==> src/rtl/xbar_pkg.sv <==
// Shared constants, lane type and parameter sanity check for the crossbar column family.
`ifndef XBOT
`define XBOT 4
`endif
`ifndef DATA
`define DATA 8
`endif

package xbar_pkg;
    localparam int XBAR_STRAIGHT  = 0;
    localparam int XBAR_UNSHUFFLE = 1;
    localparam int XBAR_SHUFFLE   = 2;

    localparam int XBAR_XREQ_DEF  = `XBOT;
    localparam int XBAR_XDATA_DEF = `DATA;

    typedef logic [XBAR_XDATA_DEF-1:0] lane_t;

    function automatic bit xbar_cfg_ok(input int n, input int shuffle);
        return (n >= 2) && ((n % 2) == 0) && (shuffle >= 0) && (shuffle <= 2);
    endfunction
endpackage

==> src/rtl/xbar_column_pipe_if.sv <==
// Beat, config and status bundle of one crossbar column; slave = column side, master = driver side.
interface xbar_column_pipe_if #(
    parameter int XREQ_SIZE  = 4,
    parameter int XDATA_SIZE = 8,
    parameter int CNT_W      = 16
);
    logic                                  in_valid;
    logic                                  in_ready;
    logic [XREQ_SIZE-1:0][XDATA_SIZE-1:0]  in_data;
    logic [XREQ_SIZE-1:0]                  in_lane_vld;
    logic                                  cfg_valid;
    logic [XREQ_SIZE/2-1:0]                cfg_sel;
    logic                                  out_valid;
    logic                                  out_ready;
    logic [XREQ_SIZE-1:0][XDATA_SIZE-1:0]  out_data;
    logic [XREQ_SIZE-1:0]                  out_lane_vld;
    logic [XREQ_SIZE/2-1:0]                active_sel;
    logic [CNT_W-1:0]                      beat_cnt;

    modport slave (
        input  in_valid, in_data, in_lane_vld, cfg_valid, cfg_sel, out_ready,
        output in_ready, out_valid, out_data, out_lane_vld, active_sel, beat_cnt
    );

    modport master (
        output in_valid, in_data, in_lane_vld, cfg_valid, cfg_sel, out_ready,
        input  in_ready, out_valid, out_data, out_lane_vld, active_sel, beat_cnt
    );
endinterface

==> src/rtl/xbar_column_route.sv <==
// Combinational rank of 2x2 switches followed by straight / unshuffle / shuffle wiring.
// Zero latency, no state, no backpressure.
module xbar_column_route
    import xbar_pkg::*;
#(
    parameter int XREQ_SIZE = 4,
    parameter int LANE_W    = 9,
    parameter int SHUFFLE   = XBAR_UNSHUFFLE
) (
    input  logic [XREQ_SIZE-1:0][LANE_W-1:0] x_i,
    input  logic [XREQ_SIZE/2-1:0]           sel_i,
    output logic [XREQ_SIZE-1:0][LANE_W-1:0] o_o
);
    localparam int HALF = XREQ_SIZE / 2;

    logic [XREQ_SIZE-1:0][LANE_W-1:0] s;

    always_comb begin
        s = x_i;
        for (int k = 0; k < HALF; k++) begin
            s[2*k]   = sel_i[k] ? x_i[2*k+1] : x_i[2*k];
            s[2*k+1] = sel_i[k] ? x_i[2*k]   : x_i[2*k+1];
        end
    end

    always_comb begin
        o_o = s;
        for (int i = 0; i < HALF; i++) begin
            if (SHUFFLE == XBAR_UNSHUFFLE) begin
                o_o[i]      = s[2*i];
                o_o[i+HALF] = s[2*i+1];
            end else if (SHUFFLE == XBAR_SHUFFLE) begin
                o_o[2*i]    = s[i];
                o_o[2*i+1]  = s[i+HALF];
            end
        end
    end
endmodule

==> src/rtl/xbar_column_pipe.sv <==
// Registered crossbar column with valid/ready; latency 1, or 2 behind an occupied skid (XBAR_COLUMN_SKID_EN).
// Backpressure: in_ready = !out_valid || out_ready, or a registered !skid_full with the skid enabled.
module xbar_column_pipe
    import xbar_pkg::*;
#(
    parameter int XREQ_SIZE  = XBAR_XREQ_DEF,
    parameter int XDATA_SIZE = $bits(lane_t),
    parameter int SHUFFLE    = XBAR_UNSHUFFLE,
    parameter int CNT_W      = 16
) (
    input  logic              clock,
    input  logic              reset_n,
    xbar_column_pipe_if.slave bus
);
    localparam int HALF = XREQ_SIZE / 2;
    localparam int LW   = XDATA_SIZE + 1;

    typedef logic [XREQ_SIZE-1:0][LW-1:0] beat_t;

    if (!xbar_cfg_ok(XREQ_SIZE, SHUFFLE)) begin : g_bad_cfg
        $error("xbar_column_pipe: XREQ_SIZE must be even and >= 2, SHUFFLE must be 0..2");
    end

    beat_t            in_beat, rt_beat, out_q, out_d;
    logic             out_vld_q, out_vld_d;
    logic [HALF-1:0]  active_q, active_d;
    logic [CNT_W-1:0] cnt_q, cnt_d;
    logic             accept, xfer;

    // Occupancy bit rides as the top bit of each lane so it follows the data exactly.
    always_comb begin
        in_beat = '0;
        for (int i = 0; i < XREQ_SIZE; i++) begin
            in_beat[i] = {bus.in_lane_vld[i], bus.in_data[i]};
        end
    end

    xbar_column_route #(
        .XREQ_SIZE (XREQ_SIZE),
        .LANE_W    (LW),
        .SHUFFLE   (SHUFFLE)
    ) u_route (
        .x_i   (in_beat),
        .sel_i (active_q),
        .o_o   (rt_beat)
    );

    assign accept   = bus.in_valid && bus.in_ready;
    assign xfer     = out_vld_q && bus.out_ready;
    assign active_d = bus.cfg_valid ? bus.cfg_sel : active_q;
    assign cnt_d    = (xfer && (cnt_q != {CNT_W{1'b1}})) ? cnt_q + {{(CNT_W-1){1'b0}}, 1'b1} : cnt_q;

`ifdef XBAR_COLUMN_SKID_EN
    beat_t [1:0] skid_q, skid_d;
    logic        rd_q, rd_d, wr_q, wr_d;
    logic [1:0]  fill_q, fill_d;
    logic        full_q;
    logic        out_free, push, pop;

    // Skid entries are already routed, so each beat keeps the setting in force when it was accepted.
    always_comb begin
        out_d     = out_q;
        out_vld_d = out_vld_q;
        skid_d    = skid_q;
        rd_d      = rd_q;
        wr_d      = wr_q;
        fill_d    = fill_q;
        out_free  = !out_vld_q || bus.out_ready;
        pop       = out_free && (fill_q != 2'd0);
        push      = accept && !(out_free && (fill_q == 2'd0));
        if (pop) begin
            out_d     = skid_q[rd_q];
            out_vld_d = 1'b1;
            rd_d      = !rd_q;
        end else if (out_free) begin
            out_vld_d = accept;
            if (accept) out_d = rt_beat;
        end
        if (push) begin
            skid_d[wr_q] = rt_beat;
            wr_d         = !wr_q;
        end
        case ({push, pop})
            2'b10:   fill_d = fill_q + 2'd1;
            2'b01:   fill_d = fill_q - 2'd1;
            default: fill_d = fill_q;
        endcase
    end

    assign bus.in_ready = reset_n && !full_q;

    always_ff @(posedge clock) begin
        if (!reset_n) begin
            skid_q <= '0;
            rd_q   <= 1'b0;
            wr_q   <= 1'b0;
            fill_q <= 2'd0;
            full_q <= 1'b0;
        end else begin
            skid_q <= skid_d;
            rd_q   <= rd_d;
            wr_q   <= wr_d;
            fill_q <= fill_d;
            full_q <= (fill_d == 2'd2);
        end
    end
`else
    always_comb begin
        out_d     = out_q;
        out_vld_d = out_vld_q;
        if (accept) begin
            out_d     = rt_beat;
            out_vld_d = 1'b1;
        end else if (xfer) begin
            out_vld_d = 1'b0;
        end
    end

    assign bus.in_ready = reset_n && (!out_vld_q || bus.out_ready);
`endif

    always_ff @(posedge clock) begin
        if (!reset_n) begin
            out_q     <= '0;
            out_vld_q <= 1'b0;
            active_q  <= '0;
            cnt_q     <= '0;
        end else begin
            out_q     <= out_d;
            out_vld_q <= out_vld_d;
            active_q  <= active_d;
            cnt_q     <= cnt_d;
        end
    end

    always_comb begin
        bus.out_data     = '0;
        bus.out_lane_vld = '0;
        for (int i = 0; i < XREQ_SIZE; i++) begin
            bus.out_data[i]     = out_q[i][XDATA_SIZE-1:0];
            bus.out_lane_vld[i] = out_q[i][XDATA_SIZE];
        end
    end

    assign bus.out_valid  = out_vld_q;
    assign bus.active_sel = active_q;
    assign bus.beat_cnt   = cnt_q;
endmodule

==> src/flat_wrapper.sv <==
// flat-port wrapper written by rule: the top's interface ports become plain ports
module xbar_column_pipe_flat import xbar_pkg::*;
#(
    parameter int XREQ_SIZE  = XBAR_XREQ_DEF,
    parameter int XDATA_SIZE = $bits(lane_t),
    parameter int SHUFFLE    = XBAR_UNSHUFFLE,
    parameter int CNT_W      = 16
)
  (clock, reset_n, bus_in_valid, bus_in_data, bus_in_lane_vld, bus_cfg_valid, bus_cfg_sel, bus_out_ready, bus_in_ready, bus_out_valid, bus_out_data, bus_out_lane_vld, bus_active_sel, bus_beat_cnt);
  xbar_column_pipe_if #(.XREQ_SIZE(XREQ_SIZE), .XDATA_SIZE(XDATA_SIZE), .CNT_W(CNT_W)) bus_i ();
  input  logic clock;
  input  logic reset_n;
  input wire logic [$bits(bus_i.in_valid)-1:0] bus_in_valid;
  input wire logic [$bits(bus_i.in_data)-1:0] bus_in_data;
  input wire logic [$bits(bus_i.in_lane_vld)-1:0] bus_in_lane_vld;
  input wire logic [$bits(bus_i.cfg_valid)-1:0] bus_cfg_valid;
  input wire logic [$bits(bus_i.cfg_sel)-1:0] bus_cfg_sel;
  input wire logic [$bits(bus_i.out_ready)-1:0] bus_out_ready;
  output wire logic [$bits(bus_i.in_ready)-1:0] bus_in_ready;
  output wire logic [$bits(bus_i.out_valid)-1:0] bus_out_valid;
  output wire logic [$bits(bus_i.out_data)-1:0] bus_out_data;
  output wire logic [$bits(bus_i.out_lane_vld)-1:0] bus_out_lane_vld;
  output wire logic [$bits(bus_i.active_sel)-1:0] bus_active_sel;
  output wire logic [$bits(bus_i.beat_cnt)-1:0] bus_beat_cnt;
  assign bus_i.in_valid = bus_in_valid;
  assign bus_i.in_data = bus_in_data;
  assign bus_i.in_lane_vld = bus_in_lane_vld;
  assign bus_i.cfg_valid = bus_cfg_valid;
  assign bus_i.cfg_sel = bus_cfg_sel;
  assign bus_i.out_ready = bus_out_ready;
  assign bus_in_ready = bus_i.in_ready;
  assign bus_out_valid = bus_i.out_valid;
  assign bus_out_data = bus_i.out_data;
  assign bus_out_lane_vld = bus_i.out_lane_vld;
  assign bus_active_sel = bus_i.active_sel;
  assign bus_beat_cnt = bus_i.beat_cnt;
  xbar_column_pipe #(.XREQ_SIZE(XREQ_SIZE), .XDATA_SIZE(XDATA_SIZE), .SHUFFLE(SHUFFLE), .CNT_W(CNT_W)) u_core (.clock(clock), .reset_n(reset_n), .bus(bus_i));
endmodule
==> config.mk <==
export PLATFORM = sky130hd
export DESIGN_NAME = xbar_column_pipe_flat
export DESIGN_NICKNAME = d
export VERILOG_FILES = /design/src/rtl/xbar_pkg.sv /design/src/rtl/xbar_column_pipe_if.sv /design/src/rtl/xbar_column_route.sv /design/src/rtl/xbar_column_pipe.sv /design/src/flat_wrapper.sv
export SDC_FILE = /design/constraint.sdc
export NUM_CORES = 1
export LEC_CHECK = 0
export CORE_ASPECT_RATIO = 0.75
export CORE_UTILIZATION = 45
export CTS_BUF_LIST = sky130_fd_sc_hd__clkbuf_8
export CTS_CLUSTER_SIZE = 40
export DETAILED_ROUTE_END_ITERATION = 8
export HOLD_SLACK_MARGIN = 0.08
export PLACE_DENSITY = 0.81
export SLEW_MARGIN = 20
export SYNTH_ARGS = -nofsm -noshare
export SYNTH_HDL_FRONTEND = slang
export SYNTH_HIERARCHICAL = 1
export SYNTH_SLANG_ARGS = --single-unit
==> constraint.sdc <==
create_clock -name clock -period 2.25 [get_ports clock]
set_input_delay 0.3375 -clock clock [delete_from_list [all_inputs] [get_ports clock]]
set_output_delay 0.3375 -clock clock [all_outputs]
set_load 0.01 [all_outputs]
==> impl_metrics.env <==
export IMPL_nets=445
export IMPL_synthTopCellsByCount="nand2_1, dfxtp_1, nand3_1"
export IMPL_setup_viol=0
export IMPL_p_total_mw=2.16
export IMPL_syn_avg_cell_area_sq_um=8.78
export IMPL_fin_crit_ns=2.08
export IMPL_io_pins=99
export IMPL_wirelength_um=6740
export IMPL_grt_usage_pct=21.7
export IMPL_pre_cts_ws_ns=0.149
export IMPL_cpLargestDelayFamily="buffers and inverters"
export IMPL_num_rows=23
export IMPL_vias_per_cell=5.25
export IMPL_drc=0
export IMPL_startpoint_type="input port"
export IMPL_synth_area_sq_um=2690
export IMPL_drt_first_iter_violations=163
export IMPL_first_pass_iters=4
export IMPL_status="completed"
export IMPL_vias=2502
export IMPL_gr_total_overflow=0
export IMPL_netlist_area_leader_share_pct=41.0
export IMPL_n_antenna_cell=0
export IMPL_grt_setup_unrepaired="no"
export IMPL_cp_end_kind="output pin"
export IMPL_slowest_stage="clkdlybuf4s50_1"
export IMPL_drive_gt1_share_pct=14.2
export IMPL_clockRootBuffer="clkbuf_8"
export IMPL_power_density_nw_per_um2=562
export IMPL_final_cell_area_sq_um=3840
export IMPL_wl_per_cell_um=14.1
export IMPL_yosysTopAreaCell="dfxtp_1"
export IMPL_worstMarginPinSlew_ns=0.505
export IMPL_cp_arrival_ns=1.75
export IMPL_yosysSeqAreaShare_pct=41.0
export IMPL_grt_pass1_vias=2393
export IMPL_clock_path_buffers=2
export IMPL_fin_ws_ns=0.165
export IMPL_synth_nets=350
export IMPL_cts_tree="built"
export IMPL_post_cts_buffers=0
export IMPL_ys_ff_latch=55
export IMPL_synth_edff_count=0
export IMPL_vdd_drop_max_v=0.000435
export IMPL_max_slew_margin_pct=66.3
export IMPL_final_core_util_pct=69.2
export IMPL_fillCellCount=453
export IMPL_drt_antenna_violating_nets=0
export IMPL_start_util_pct=48.4
export IMPL_fmax_ghz=0.480
export IMPL_gpl_final_weighted_congestion=0.836
export IMPL_crit_chain="clkdlybuf4s50_1, nand2b_1, and2_1, clkdlybuf4s50_1"
export IMPL_cpMostUsedCell="clkdlybuf4s50_1"
export IMPL_grt_pass1_wl_um=10800
export IMPL_regArea_sq_um=1100
export IMPL_finalHoldViolations=0
export IMPL_maxCapViolations=0
export IMPL_clk_latency_ns=0.31
export IMPL_area_delta_synth_final_pct=43.0
export IMPL_worstPathMaxFanout=5
export IMPL_dp_hpwl_um=4790
export IMPL_setup_tns_ns=0
export IMPL_clock_sinks=55
export IMPL_dieWidth_um=91.2
export IMPL_die_area_sq_um=6290
export IMPL_multiInputGateArea_sq_um=1460
export IMPL_fin_skew_ns=0.00407
export IMPL_p_leak_nw=1.56
export IMPL_hold_class="flop to flop"
export IMPL_clk_pin_slew_ns=0.09
export IMPL_synth_async_reset_ratio_pct=0
export IMPL_path_class="input port to output pin"
export IMPL_postCtsHoldBufs=0
export IMPL_crit_buf_inv=2
export IMPL_cts_buffers_inserted=5
export IMPL_synth_cell_types=39
export IMPL_syn_inst=306
export IMPL_portBuffers=98
export IMPL_htreeDepth=2
export IMPL_cts_resized=0
export IMPL_required_ns=1.91
export IMPL_synth_ff_type="dfxtp_1"
export IMPL_die_y_um=68.9
export IMPL_synth_most_common_cell="nand2_1"
export IMPL_yosys_warnings=6
export IMPL_max_stage_delay_ns=0.56
export IMPL_drv_slew=0
export IMPL_antenna_found_initial=0
export IMPL_grt_max_degree=45
export IMPL_synthTopCellsByArea="dfxtp_1, mux2_4, nand2_1"
export IMPL_fin_crit_sh_pct=92.7
export IMPL_core_sq_um=5550
export IMPL_placed_cell_area_sq_um=3730
-- cell usage in the layout, fill, tap and decap left out, types with 4 or more instances in the layout --
cell,n
or3_1,5
o31ai_1,4
nand4_1,4
nand2_1,78
mux2_4,20
mux2_2,16
dfxtp_1,55
o21ai_0,6
nand3_1,44
buf_4,6
clkbuf_8,5
a21oi_1,11
nor3_1,5
nor2_1,6
clkdlybuf4s50_1,98
-- worst reg2reg max path, cell delays in order (launching register included) --
cell,delay (ns)
dfxtp_1,0.43
ha_1,0.28
inv_1,0.08
or3_4,0.40
or4_1,0.51
a21oi_1,0.15
-- registers in the layout, indices dropped and copies added (netlist names) --
signal                   flops
u_core/bus.beat_cnt         16
u_core/bus.out_data         32
u_core/bus.out_valid         1
u_core/bus.out_lane_vld      4
u_core/bus.active_sel        2
-- cells by family (layout without fill, tap and decap cells) --
family | count (synthesis) | count (layout) | synth area share (%)
buf+inv | 21 | 117 | 4.75
simple gates | 160 | 160 | 28.1
mux | 38 | 38 | 18.6
flops | 55 | 55 | 41.0
fa+ha+maj | 1 | 1 | 0.465
xor+xnor | 1 | 1 | 0.326
compound gates | 30 | 30 | 6.80
-- through the flow --
step | cells | hold WS [ns]
final | 477 | 0.459
after global routing | 477 | 0.473
after CTS | 477 | 0.461
after detailed placement | 469 | 0.447
after global placement | 469 | 0.440
after floorplan | 306 | 0.467
-- power breakdown --
group / leakage, nW / switching, mW / internal [mW]
clock: 0.0581 / 0.326 / 0.332
sequential: 0.451 / 0.0320 / 1.03
combinational: 1.05 / 0.175 / 0.263
total: 1.56 / 0.533 / 1.63
-- cell type report --
class | instances | area share [%]
Clock inverter | 3 | 1.14
Timing Repair Buffer | 106 | 27.7
Tap cell | 75 | 2.44
Clock buffer | 5 | 1.79
Inverter | 3 | 0.293
Multi-Input combinational cell | 230 | 38.0
Sequential cell | 55 | 28.6
-- path summary, 6_finish.rpt --
kind | from | end | slack [ns] | cells past startpoint
worst max-delay path | bus_out_ready | bus_in_ready | 0.17 | 4
worst min-delay path | u_core/bus.out_lane_vld[3] | u_core/bus.out_lane_vld[3] | 0.46 | 2
worst max register to register | u_core/bus.beat_cnt[0] | u_core/bus.beat_cnt[10] | 0.34 | 5
worst min register to register | u_core/bus.out_lane_vld[3] | u_core/bus.out_lane_vld[3] | 0.46 | 2
-- per-layer routing --
metal / GRT usage (%) / part of all wire (%) / vias to the layer above
met5: 0 / 0 / -
met4: 7.34 / 0.36 / 0
met3: 5.59 / 6.6 / 2
met2: 37.2 / 46 / 86
li1: - / - / 1261
met1: 27.1 / 48 / 1153
Note: power is estimated with default switching activity, not from simulation.
